[src/rtl/viterbi_obs_sequencer.sv]
// Framing stage for the Viterbi core: buffers one observation frame, then replays it
// as start/obs_valid pulses at one symbol per two cycles and waits for the core's done.
module viterbi_obs_sequencer #(
  parameter int unsigned OBS_W   = 2,
  parameter int unsigned LEN_W   = 3,
  parameter int unsigned MAX_LEN = 7
) (
  input  logic             clk,
  input  logic             rst,
  input  logic [OBS_W-1:0] s_obs,
  input  logic             s_valid,
  input  logic             s_last,
  output logic             s_ready,
  output logic             v_start,
  output logic [LEN_W-1:0] v_length,
  output logic [OBS_W-1:0] v_obs,
  output logic             v_obs_valid,
  input  logic             v_done,
  output logic             frame_done,
  output logic             trunc_err
);

  localparam logic [LEN_W-1:0] MAX_LEN_L = LEN_W'(MAX_LEN);
  localparam logic [LEN_W-1:0] ONE_L     = LEN_W'(1);

  typedef enum logic [2:0] {FILL, DROP, START, FEED, WAIT} state_t;

  state_t           state, state_d;
  logic [LEN_W-1:0] cnt, cnt_d, idx, idx_d, cnt_inc;
  logic             phase, phase_d;
  logic [OBS_W-1:0] mem [MAX_LEN];
  logic             accept;

  logic             s_ready_d, v_start_d, v_obs_valid_d, frame_done_d, trunc_err_d;
  logic [LEN_W-1:0] v_length_d;
  logic [OBS_W-1:0] v_obs_d;

  assign accept  = s_valid && s_ready;
  assign cnt_inc = cnt + ONE_L;

  // Frame buffer; only written while filling, contents are don't-care after reset
  always_ff @(posedge clk) begin
    if (!rst && state == FILL && accept) mem[cnt] <= s_obs;
  end

  // Next-state and next-output logic; outputs are registered from these values
  always_comb begin
    state_d       = state;
    cnt_d         = cnt;
    idx_d         = idx;
    phase_d       = phase;
    v_start_d     = 1'b0;
    v_obs_valid_d = 1'b0;
    frame_done_d  = 1'b0;
    trunc_err_d   = 1'b0;
    v_length_d    = v_length;
    v_obs_d       = v_obs;
    case (state)
      FILL: begin
        if (accept) begin
          cnt_d = cnt_inc;
          if (s_last) begin
            state_d    = START;
            v_start_d  = 1'b1;
            v_length_d = cnt_inc;
            // symbol 0 is being written this cycle when the frame has length 1
            v_obs_d    = (cnt == '0) ? s_obs : mem[0];
          end else if (cnt_inc == MAX_LEN_L) begin
            trunc_err_d = 1'b1;
            state_d     = DROP;
          end
        end
      end
      DROP: begin
        if (accept && s_last) begin
          state_d    = START;
          v_start_d  = 1'b1;
          v_length_d = cnt;
          v_obs_d    = mem[0];
        end
      end
      START: begin
        idx_d   = ONE_L;
        phase_d = 1'b0;
        state_d = (cnt == ONE_L) ? WAIT : FEED;
      end
      FEED: begin
        if (!phase) begin
          v_obs_valid_d = 1'b1;
          v_obs_d       = mem[idx];
          idx_d         = idx + ONE_L;
          phase_d       = 1'b1;
        end else begin
          phase_d = 1'b0;
          if (idx == cnt) state_d = WAIT;
        end
      end
      WAIT: begin
        if (v_done) begin
          state_d      = FILL;
          frame_done_d = 1'b1;
          cnt_d        = '0;
        end
      end
      default: state_d = FILL;
    endcase
    s_ready_d = (state_d == FILL) || (state_d == DROP);
  end

  always_ff @(posedge clk) begin
    if (rst) begin
      state       <= FILL;
      cnt         <= '0;
      idx         <= '0;
      phase       <= 1'b0;
      s_ready     <= 1'b0;
      v_start     <= 1'b0;
      v_obs_valid <= 1'b0;
      v_obs       <= '0;
      v_length    <= '0;
      frame_done  <= 1'b0;
      trunc_err   <= 1'b0;
    end else begin
      state       <= state_d;
      cnt         <= cnt_d;
      idx         <= idx_d;
      phase       <= phase_d;
      s_ready     <= s_ready_d;
      v_start     <= v_start_d;
      v_obs_valid <= v_obs_valid_d;
      v_obs       <= v_obs_d;
      v_length    <= v_length_d;
      frame_done  <= frame_done_d;
      trunc_err   <= trunc_err_d;
    end
  end

endmodule

[config.mk]
export PLATFORM = sky130hd
export DESIGN_NAME = viterbi_obs_sequencer
export DESIGN_NICKNAME = d
export VERILOG_FILES = /design/src/rtl/viterbi_obs_sequencer.sv
export SDC_FILE = /design/constraint.sdc
export NUM_CORES = 1
export LEC_CHECK = 0
export ABC_AREA = 1
export BUFFER_PORTS_ARGS = -buffer_cell sky130_fd_sc_hd__clkbuf_2
export CORE_MARGIN = 5
export CORE_UTILIZATION = 57
export DETAILED_ROUTE_END_ITERATION = 10
export GPL_ROUTABILITY_DRIVEN = 0
export PLACE_DENSITY = 0.77
export SLEW_MARGIN = 15
export SYNTH_ARGS = -nofsm -noshare
export SYNTH_HDL_FRONTEND = slang
export SYNTH_SLANG_ARGS = --single-unit
[constraint.sdc]
create_clock -name clk -period 1.79 [get_ports clk]
set_input_delay 0.2685 -clock clk [delete_from_list [all_inputs] [get_ports clk]]
set_output_delay 0.2685 -clock clk [all_outputs]
set_load 0.02 [all_outputs]
==> flow_summary.json, run 1 <==
{
  "via_per_inst": 5.15,
  "hold_path.class": "input pin to register",
  "endpoint": "mem[6][0]",
  "grt_pass1_vias": 1343,
  "synth_top_family_by_area": "simple AND/OR/NAND/NOR gates",
  "p_int_mw": 1.15,
  "start_kind": "register",
  "powerDensity_nw_per_um2": 794,
  "synth_fa_ha_area_share_pct": 3.54,
  "synth.distinct_cells": 25,
  "worst_pin_slew_ns": 0.413,
  "synthTopCellsByArea": "dfxtp_1 (26%), edfxtp_1 (24%), nand2_1 (14%)",
  "yosysMostFrequentCell": "nand2_1",
  "placed_area_um2": 1880,
  "grtUsageTotal_pct": 18.6,
  "synth_edf_count": 14,
  "r2r_slack_ns": 0.29,
  "synth_compound_area_share_pct": 7.15,
  "cp-startpoint": "state[2]",
  "muxShareOfSynthArea_pct": 0,
  "die_w_um": 65.7,
  "cts_setup_buffers": 0,
  "fin_ws_ns": 0.288,
  "fillCellCount": 261,
  "nets": 256,
  "vdd.ir_drop.worst_mv": 0.459,
  "yosysTopAreaCell": "dfxtp_1",
  "finalSetupViolCount": 0,
  "grt_setup_unrepaired": "false",
  "grt_max_degree": 12,
  "cts_max_level": 2,
  "clk_latency_ns": 0.34,
  "clockBufferDepth": 2,
  "yosys_warnings": 0,
  "syn_area_um2": 1770,
  "wl_per_cell_um": 12.1,
  "numCtsBuffers": 5,
  "hold_viol_final": 0,
  "synth.avg_cell_area_um2": 7.96,
  "finalWirelength_um": 3370,
  "synth.top_cell.area_share_pct": 26.1,
  "synthArstFlopShare_pct": 0,
  "clock_skew_ns": 0.00760,
  "crit_arrival_ns": 1.52,
  "ant_nets": 0,
  "grt.overflow.total": 0,
  "cts-root-buf": "clkbuf_4",
  "cts_hold_buffers": 0,
  "drc": 0,
  "relSlewSlack_pct": 72.4,
  "drv_slew": 0,
  "dieArea_um2": 4310,
  "dpl.hpwl_um": 2610,
  "p_seq_share_pct": 59.4,
  "fin_crit_ns": 1.50,
  "vias": 1431,
  "placed_cells": 270,
  "crit_type": "register to register",
  "finalCritPeriodShare_pct": 83.9,
  "stdcell_count": 278,
  "ys.flop_type": "dfxtp_1",
  "synthXorXnorAreaFrac_pct": 0.496,
  "coreArea_um2": 3000,
  "area_growth_pct": 9.84,
  "critPathMaxFanout": 5,
  "cts_tree": "yes",
  "drtIter0Drc": 75,
  "layout-drive-gt1-share_pct": 16.7,
  "n_antenna_cell": 0,
  "fmax_ghz": 0.666,
  "cts.clk_slew.worst_paths_ns": 0.10,
  "place_ws_ns": 0.326,
  "ys_seq_area_share_pct": 49.9,
  "port_buffers": 16,
  "tns_ns": 0,
  "num_rows": 20,
  "r2r.worst_path.cells": 5,
  "maxCapViolCount": 0,
  "clkPwrFrac_pct": 28.5,
  "synthesis.nets": 234,
  "postLayoutCellArea_um2": 1940,
  "comb_power_share_pct": 12.1,
  "syn-instance-count": 222,
  "num_io_pins": 17,
  "status": "completed",
  "synth_seq_cells": 37,
  "die_h_um": 65.7,
  "switching_power_mw": 0.391,
  "crit_path_end_kind": "register",
  "grt_pass1_wl_um": 5910,
  "synth_simple_gate_area_share_pct": 30.6,
  "initial_core_util_pct": 58.8,
  "r2r_start": "state[2]",
  "switching_share_pct": 25.4,
  "clkSinkCount": 37,
  "p_leak_nw": 0.879,
  "cp_data_required_time_ns": 1.81,
  "r2r-end": "mem[6][0]",
  "ys_top_cells_by_count": "nand2_1 (64), inv_1 (27), dfxtp_1 (23)",
  "first_pass_iters": 4,
  "antenna_found_initial": 0,
  "cts_resized": 0
}
## cells by family (layout without fill, tap and decap cells)
family                   count (synthesis)  in the layout
flip-flops                              37             37
AO/OA/AOI/OAI                           24             24
AND/OR/NAND/NOR                        119            119
adder cells (fa/ha/maj)                  5              5
buffers and inverters                   36             59
XOR/XNOR                                 1              1
## worst min-delay path by stage
stage	slack, ns	start	depth (start not counted)	to
floorplan	0.37	s_obs[0]	0	mem[0][0]
global placement	0.46	v_length[1]	2	v_length[1]
CTS	0.22	v_done	3	frame_done
global route	0.22	s_obs[1]	1	mem[4][1]
detailed placement	0.46	v_length[1]	2	v_length[1]
finish	0.21	v_done	3	frame_done
## placed cells by master, fill, tap and decap left out, types with 2 or more instances in the layout
cell type	instances
ha_1	5
nand2_4	2
o21ai_1	3
o21ai_0	7
clkbuf_1	2
nor3_1	4
nand2_1	64
nand4_1	4
dfxtp_1	23
nor2_4	3
a21oi_1	10
clkbuf_4	5
edfxtp_1	14
nand2_2	3
clkbuf_2	16
nor2_1	21
inv_2	5
inv_1	27
buf_4	2
nand3_1	14
a31oi_1	3
nor2_2	2
## layout make-up
type | instances | area (um2) | area share [%]
flip-flops and latches | 37 | 881 | 45.4
multi-input cells | 149 | 738 | 38.0
inverters | 33 | 126 | 6.51
repair buffers | 18 | 95.1 | 4.90
clock buffers | 8 | 58.8 | 3.03
well taps | 33 | 41.3 | 2.13
## metrics by stage
stage          util, %  total power [mW]  hold WS (ns)
2_1_floorplan        -              1.07         0.367
4_1_cts           64.6              1.56         0.218
3_3_place_gp      62.7              1.12         0.456
5_1_grt           64.6              1.64         0.217
6_report          64.6              1.54         0.212
3_5_place_dp      62.7              1.12         0.459
## sequential cells by signal (all words and copies together), names as in the netlist, 2 cells and up, named ones only
register,count
cnt,3
idx,3
mem,14
state,3
v_length,3
v_obs,2
## power groups by stage
stage / clock, mW / sequential, mW / combinational (mW)
6_report: 0.439 / 0.915 / 0.187
5_1_grt: 0.503 / 0.919 / 0.215
4_1_cts: 0.453 / 0.915 / 0.189
3_5_place_dp: 0 / 0.934 / 0.187
3_3_place_gp: 0 / 0.934 / 0.186
2_1_floorplan: 0 / 0.943 / 0.125
## routing by layer
layer  wire [um]  GRT usage [%]  vias up
li1            -              -      758
met5           0              0        -
met4          63           7.25        0
met2        1620           30.2       28
met3         169           6.15        9
met1        1510           22.5      636
## critical path, stage by stage (launching register included)
cell,delay [ns]
dfxtp_1,0.36
nor2_2,0.17
nand2_2,0.11
nor2_4,0.14
nand3_1,0.14
nor3_1,0.27
(Power assumes the default switching activity.)
==> run 2, diff against run 1 <==
==> constraint.sdc (replaced) <==
create_clock -name clk -period 1.54 [get_ports clk]
set_input_delay 0.231 -clock clk [delete_from_list [all_inputs] [get_ports clk]]
set_output_delay 0.231 -clock clk [all_outputs]
set_load 0.02 [all_outputs]
==> run 2 against run 1 <==
  * Global-route usage increased by 0.76 points
  * Non-clock buffer count up 2
  * Count of clock-buffer cells in the layout is 3 lower
  * Hold slack got worse by 0.046 ns
  * Sequential power rose by 16%
  * Register-to-register slack lost 0.20 ns
  * Sequential share of layout area down 1.0 points
  * Power increased by 27%
  * First-iteration DRC count is 2.7% lower
  * Setup slack got worse by 0.20 ns
  * Flip-flop and latch count unchanged
  * Critical path type unchanged
  * Largest power group unchanged
==> flow_summary.json, run 2 (synthesis gave the netlist of run 1 again) <==
{
  "status": "completed",
  "fin_ws_ns": 0.0912,
  "regMostFlops": "mem",
  "largest_reg_flops": 14,
  "finalSetupViolCount": 0,
  "die_w_um": 65.7,
  "postLayoutCellArea_um2": 1990,
  "layout-drive-gt1-share_pct": 18.6,
  "fillCellCount": 252,
  "fin_crit_ns": 1.45,
  "drv_slew": 0,
  "finalWirelength_um": 3540,
  "drtIter0Drc": 73,
  "dpl.hpwl_um": 2740,
  "ant_nets": 0,
  "grtUsageTotal_pct": 19.3,
  "finalCritPeriodShare_pct": 94.1,
  "wl_per_cell_um": 12.7,
  "port_buffers": 16,
  "clock_skew_ns": 0.00668,
  "crit_arrival_ns": 1.49,
  "clk_latency_ns": 0.35,
  "clockBufferDepth": 2,
  "maxCapViolCount": 0,
  "vdd.ir_drop.worst_mv": 0.622,
  "cp_cell_sequence": "nor2_2 > nand2_2 > nor2_4 > nand2_1 > nor3_1",
  "cts_max_level": 2,
  "die_h_um": 65.7,
  "cp_data_required_time_ns": 1.58,
  "grt_setup_unrepaired": "true",
  "hold_viol_final": 0,
  "hold_path.class": "input pin to register",
  "met2_length_um": 1560,
  "num_io_pins": 17,
  "cts.clk_slew.worst_paths_ns": 0.11,
  "vias": 1459,
  "antenna_found_initial": 0,
  "layout_commonest_cell": "nand2_1",
  "critPathMaxFanout": 5,
  "relSlewSlack_pct": 76.6,
  "crit_type": "register to register",
  "worst_pin_slew_ns": 0.350,
  "cts_tree": "yes",
  "cts_setup_buffers": 0,
  "n_antenna_cell": 0,
  "wl_met1_um": 1700,
  "grt_pass1_wl_um": 6180,
  "area_growth_pct": 12.4,
  "crit_path_end_kind": "register",
  "start_kind": "register",
  "grt_pass1_vias": 1352,
  "grt.overflow.total": 0,
  "via_per_inst": 5.21,
  "routed.top_layer": "met4",
  "p_leak_nw": 0.896,
  "cts-root-buf": "clkbuf_4",
  "num_rows": 20,
  "dieArea_um2": 4310,
  "place_ws_ns": 0.0885,
  "drc": 0,
  "grt_max_degree": 13,
  "placed_area_um2": 1900,
  "initial_core_util_pct": 58.8,
  "max_stage_delay_ns": 0.35,
  "coreArea_um2": 3000,
  "fmax_ghz": 0.690,
  "powerDensity_nw_per_um2": 984,
  "numCtsBuffers": 5,
  "wl_met3_um": 184,
  "clkSinkCount": 37,
  "final_cell_mix": "nand2_1 (64), inv_1 (27), dfxtp_1 (23)",
  "cts_hold_buffers": 0,
  "first_pass_iters": 4,
  "worst_path_max_delay_cell": "dfxtp_1",
  "nets": 258,
  "cts_resized": 0
}
## run 2: changes by cell type in the layout (fill, tap and decap cells not counted)
cell        delta
clkbuf_8       -1
nor3_1         -2
buf_4          +2
bufinv_16      +1
nor3_2         +2
clkbuf_1       -2
clkinvlp_4     +1
clkinv_1       +1
## run 2: final timing paths
check	from	to	slack [ns]	depth (start not counted)
hold / removal	v_done	frame_done	0.17	3
setup reg to reg	state[2]	mem[5][1]	0.09	5
setup / recovery	state[2]	mem[5][1]	0.09	5
hold reg to reg	v_length[1]	v_length[1]	0.47	2
## run 2: stage by stage
| step | TNS (ns) | power (mW) | hold slack, ns | cells | utilization (%) |
|---|---|---|---|---|---|
| after floorplan | 0 | 1.24 | 0.330 | 222 | - |
| after global placement | 0 | 1.31 | 0.454 | 272 | 63.2 |
| after detailed placement | 0 | 1.31 | 0.457 | 272 | 63.2 |
| after CTS | 0 | 1.97 | 0.163 | 280 | 65.8 |
| after global routing | -0.0134 | 2.05 | 0.183 | 280 | 66.1 |
| final | 0 | 1.95 | 0.167 | 280 | 66.1 |
## run 2: critical path, delay by kind of cell (launching register included)
| family | cells | cell delay, ns |
|---|---|---|
| flip-flops | 1 | 0.35 |
| AND/OR/NAND/NOR | 5 | 0.79 |
## run 2: layout make-up
cell class              count  area, um2  area share, %
flip-flops and latches     37        881           44.4
multi-input cells         149        748           37.7
inverters                  33        126           6.36
repair buffers             20        110           5.55
clock inverters             3       41.3           2.08
well taps                  33       41.3           2.08
clock buffers               5       37.5           1.89
## run 2: power by group
group	total, mW	internal (mW)	switching, mW
clock	0.665	0.336	0.329
combinational	0.230	0.0753	0.154
sequential	1.06	1.04	0.0190
total	1.95	1.45	0.503
## run 2: per-layer routing
metal / vias up / track usage (%)
met5: - / 0
met4: 0 / 10.4
met3: 9 / 4.62
met2: 36 / 28.0
met1: 652 / 26.4
li1: 762 / -
==> run 3, diff against run 2 <==
--- a/config.mk
+++ b/config.mk
@@ -5,13 +5,13 @@
 export SDC_FILE = /design/constraint.sdc
 export NUM_CORES = 1
 export LEC_CHECK = 0
-export ABC_AREA = 1
 export BUFFER_PORTS_ARGS = -buffer_cell sky130_fd_sc_hd__clkbuf_2
 export CORE_MARGIN = 5
-export CORE_UTILIZATION = 57
+export CORE_UTILIZATION = 58
 export DETAILED_ROUTE_END_ITERATION = 10
 export GPL_ROUTABILITY_DRIVEN = 0
-export PLACE_DENSITY = 0.77
+export PLACE_DENSITY = 0.78
+export REMOVE_ABC_BUFFERS = 1
 export SLEW_MARGIN = 15
 export SYNTH_ARGS = -nofsm -noshare
 export SYNTH_HDL_FRONTEND = slang
==> run 3 against run 2 <==
  * The run now ends with setup timing left
  * Register-to-register slack got worse by 0.12 ns
  * Clock power decreased by 27%
  * Global-route usage increased by 0.49 points
  * Synthesized cell count decreased by 26%
  * Cell area increased by 6.5%
  * Die area decreased by 0.21%
  * Power decreased by 9.2%
  * Non-clock buffer count increased by 14
  * Sequential share of layout area decreased by 2.4 points
==> flow_summary.json, run 3 <==
{
  "placed_cells": 222,
  "ys_top_cells_by_count": "dfxtp_1 (23), nor2_1 (15), edfxtp_1 (14)",
  "grtUsageTotal_pct": 19.8,
  "r2r_slack_ns": -0.03,
  "start_kind": "register",
  "relSlewSlack_pct": 69.5,
  "syn_area_um2": 1790,
  "fin_ws_ns": -0.0267,
  "hold_viol_final": 0,
  "finalCritPeriodShare_pct": 102,
  "layout_commonest_cell": "dfxtp_1",
  "powerDensity_nw_per_um2": 839,
  "violations": "setup timing",
  "r2r.worst_path.cells": 4,
  "p_leak_nw": 0.785,
  "synth_edf_count": 14,
  "clockBufferDepth": 2,
  "synth.avg_cell_area_um2": 10.9,
  "ys.flop_type": "dfxtp_1",
  "nets": 208,
  "critPathMaxFanout": 4,
  "first_pass_iters": 4,
  "dpl.hpwl_um": 2840,
  "syn-instance-count": 164,
  "clkSinkCount": 37,
  "port_buffers": 16,
  "stdcell_count": 230,
  "cts.clk_slew.worst_paths_ns": 0.10,
  "worstHoldStart": "s_last",
  "grt.overflow.total": 0,
  "grt_use_met2_pct": 35.0,
  "maxCapViolCount": 0,
  "crit_path_end_kind": "register",
  "drc": 0,
  "initial_core_util_pct": 59.7,
  "fin_crit_ns": 1.57,
  "synthArstFlopShare_pct": 0,
  "ant_nets": 0,
  "cts-root-buf": "clkbuf_4",
  "finalWirelength_um": 3700,
  "cts_tree": "yes",
  "num_rows": 20,
  "grt_max_degree": 19,
  "hold_ws_ns": 0.0571,
  "yosysTopAreaCell": "dfxtp_1",
  "wl_per_cell_um": 16.1,
  "cp-startpoint": "state[1]",
  "finalSetupViolCount": 12,
  "yosysMostFrequentCell": "dfxtp_1",
  "endpoint": "mem[0][0]",
  "num_io_pins": 17,
  "r2r-end": "mem[0][0]",
  "layout-drive-gt1-share_pct": 33.5,
  "placed_area_um2": 2000,
  "r2r_start": "state[1]",
  "yosys_warnings": 0,
  "synth_seq_cells": 37,
  "top_usage_layer": "met2",
  "vias": 1351,
  "die_h_um": 65.6,
  "crit_type": "register to register",
  "clock_skew_ns": 0.00469,
  "drtIter0Drc": 89,
  "synth.distinct_cells": 50,
  "vdd.ir_drop.worst_mv": 0.587,
  "use_met1_pct": 23.0,
  "die_w_um": 65.6,
  "regMostFlops": "mem",
  "grt_pass1_wl_um": 6390,
  "worst_pin_slew_ns": 0.452,
  "coreArea_um2": 3000,
  "via_per_inst": 5.87,
  "cts_max_level": 2,
  "cts_setup_buffers": 0,
  "synth.top_cell.area_share_pct": 25.7,
  "numCtsBuffers": 5,
  "grt_setup_unrepaired": "true",
  "area_growth_pct": 17.9,
  "final_cell_mix": "dfxtp_1 (18), buf_4 (17), clkbuf_2 (16)",
  "synthTopCellsByArea": "dfxtp_1 (26%), edfxtp_1 (23%), nor3_2 (4.5%)",
  "clk_latency_ns": 0.34,
  "antenna_found_initial": 0,
  "hold_path.class": "input pin to register",
  "ys_seq_area_share_pct": 49.1,
  "status": "finished, violations left",
  "p_total_mw": 1.77,
  "postLayoutCoreUtil_pct": 70.4,
  "n_antenna_cell": 0,
  "fmax_ghz": 0.638,
  "grtUsageMet3_pct": 5.13,
  "drv_slew": 0,
  "dieArea_um2": 4300,
  "postLayoutCellArea_um2": 2110,
  "crit_arrival_ns": 1.61,
  "cp_data_required_time_ns": 1.59,
  "grt_pass1_vias": 1434,
  "largest_reg_flops": 14
}
==> run 3: area by class of cell <==
cell class | instances | area (um2)
sequential | 37 | 887
clock buffer | 6 | 41.3
timing repair buffer | 34 | 219
inverter | 5 | 18.8
fill | 232 | 888
tap | 33 | 41.3
clock inverter | 2 | 10.0
multi-input combinational | 113 | 897
==> run 3: where the power goes <==
part | total (mW) | switching, mW | internal [mW] | leakage (nW)
Combinational | 0.229 | 0.127 | 0.102 | 0.439
Clock | 0.484 | 0.310 | 0.174 | 0.0320
Sequential | 1.06 | 0.0215 | 1.04 | 0.315
Total | 1.77 | 0.459 | 1.31 | 0.785
==> run 3: how the worst min path moves through the flow <==
stage | end | slack [ns] | cells after the start
after detailed placement | trunc_err | 0.42 | 2
after global placement | trunc_err | 0.41 | 2
final | trunc_err | 0.06 | 2
after CTS | trunc_err | 0.04 | 2
after global routing | trunc_err | 0.02 | 2
after floorplan | v_length[2] | 0.30 | 1
==> run 3: kinds of logic (layout without fill, tap and decap cells) <==
family	Yosys count	after routing	share of synthesized area, %
xor+xnor	6	6	2.93
simple gates	64	64	24.1
flops	37	37	49.1
compound gates	31	31	12.4
fa+ha+maj	5	5	3.49
buf+inv	14	47	3.91
mux	7	7	3.98
==> run 3: per-stage QoR <==
step	setup TNS [ns]	setup slack, ns
floorplan	-1.06	-0.0765
CTS	-0.231	-0.0329
detailed placement	-0.190	-0.0328
global route	-1.13	-0.0890
global placement	0	0.0390
finish	-0.122	-0.0267
==> run 3: what timing repair did <==
item,CTS,global route
hold buffers,0,0
pin swaps,0,1
setup endpoints to repair,14,21
resized for setup,7,9
==> run 3: worst max-delay path, cell delays in order (launching register included) <==
cell	delay (ns)
dfxtp_2	0.33
nand4bb_4	0.22
nand2b_4	0.17
or3_4	0.39
nor3_4	0.17
==> run 3: layer usage <==
layer | routed length (um) | up-vias
met2 | 1950 | 27
met4 | 26 | 0
li1 | - | 661
met1 | 1600 | 661
met5 | 0 | -
met3 | 124 | 2
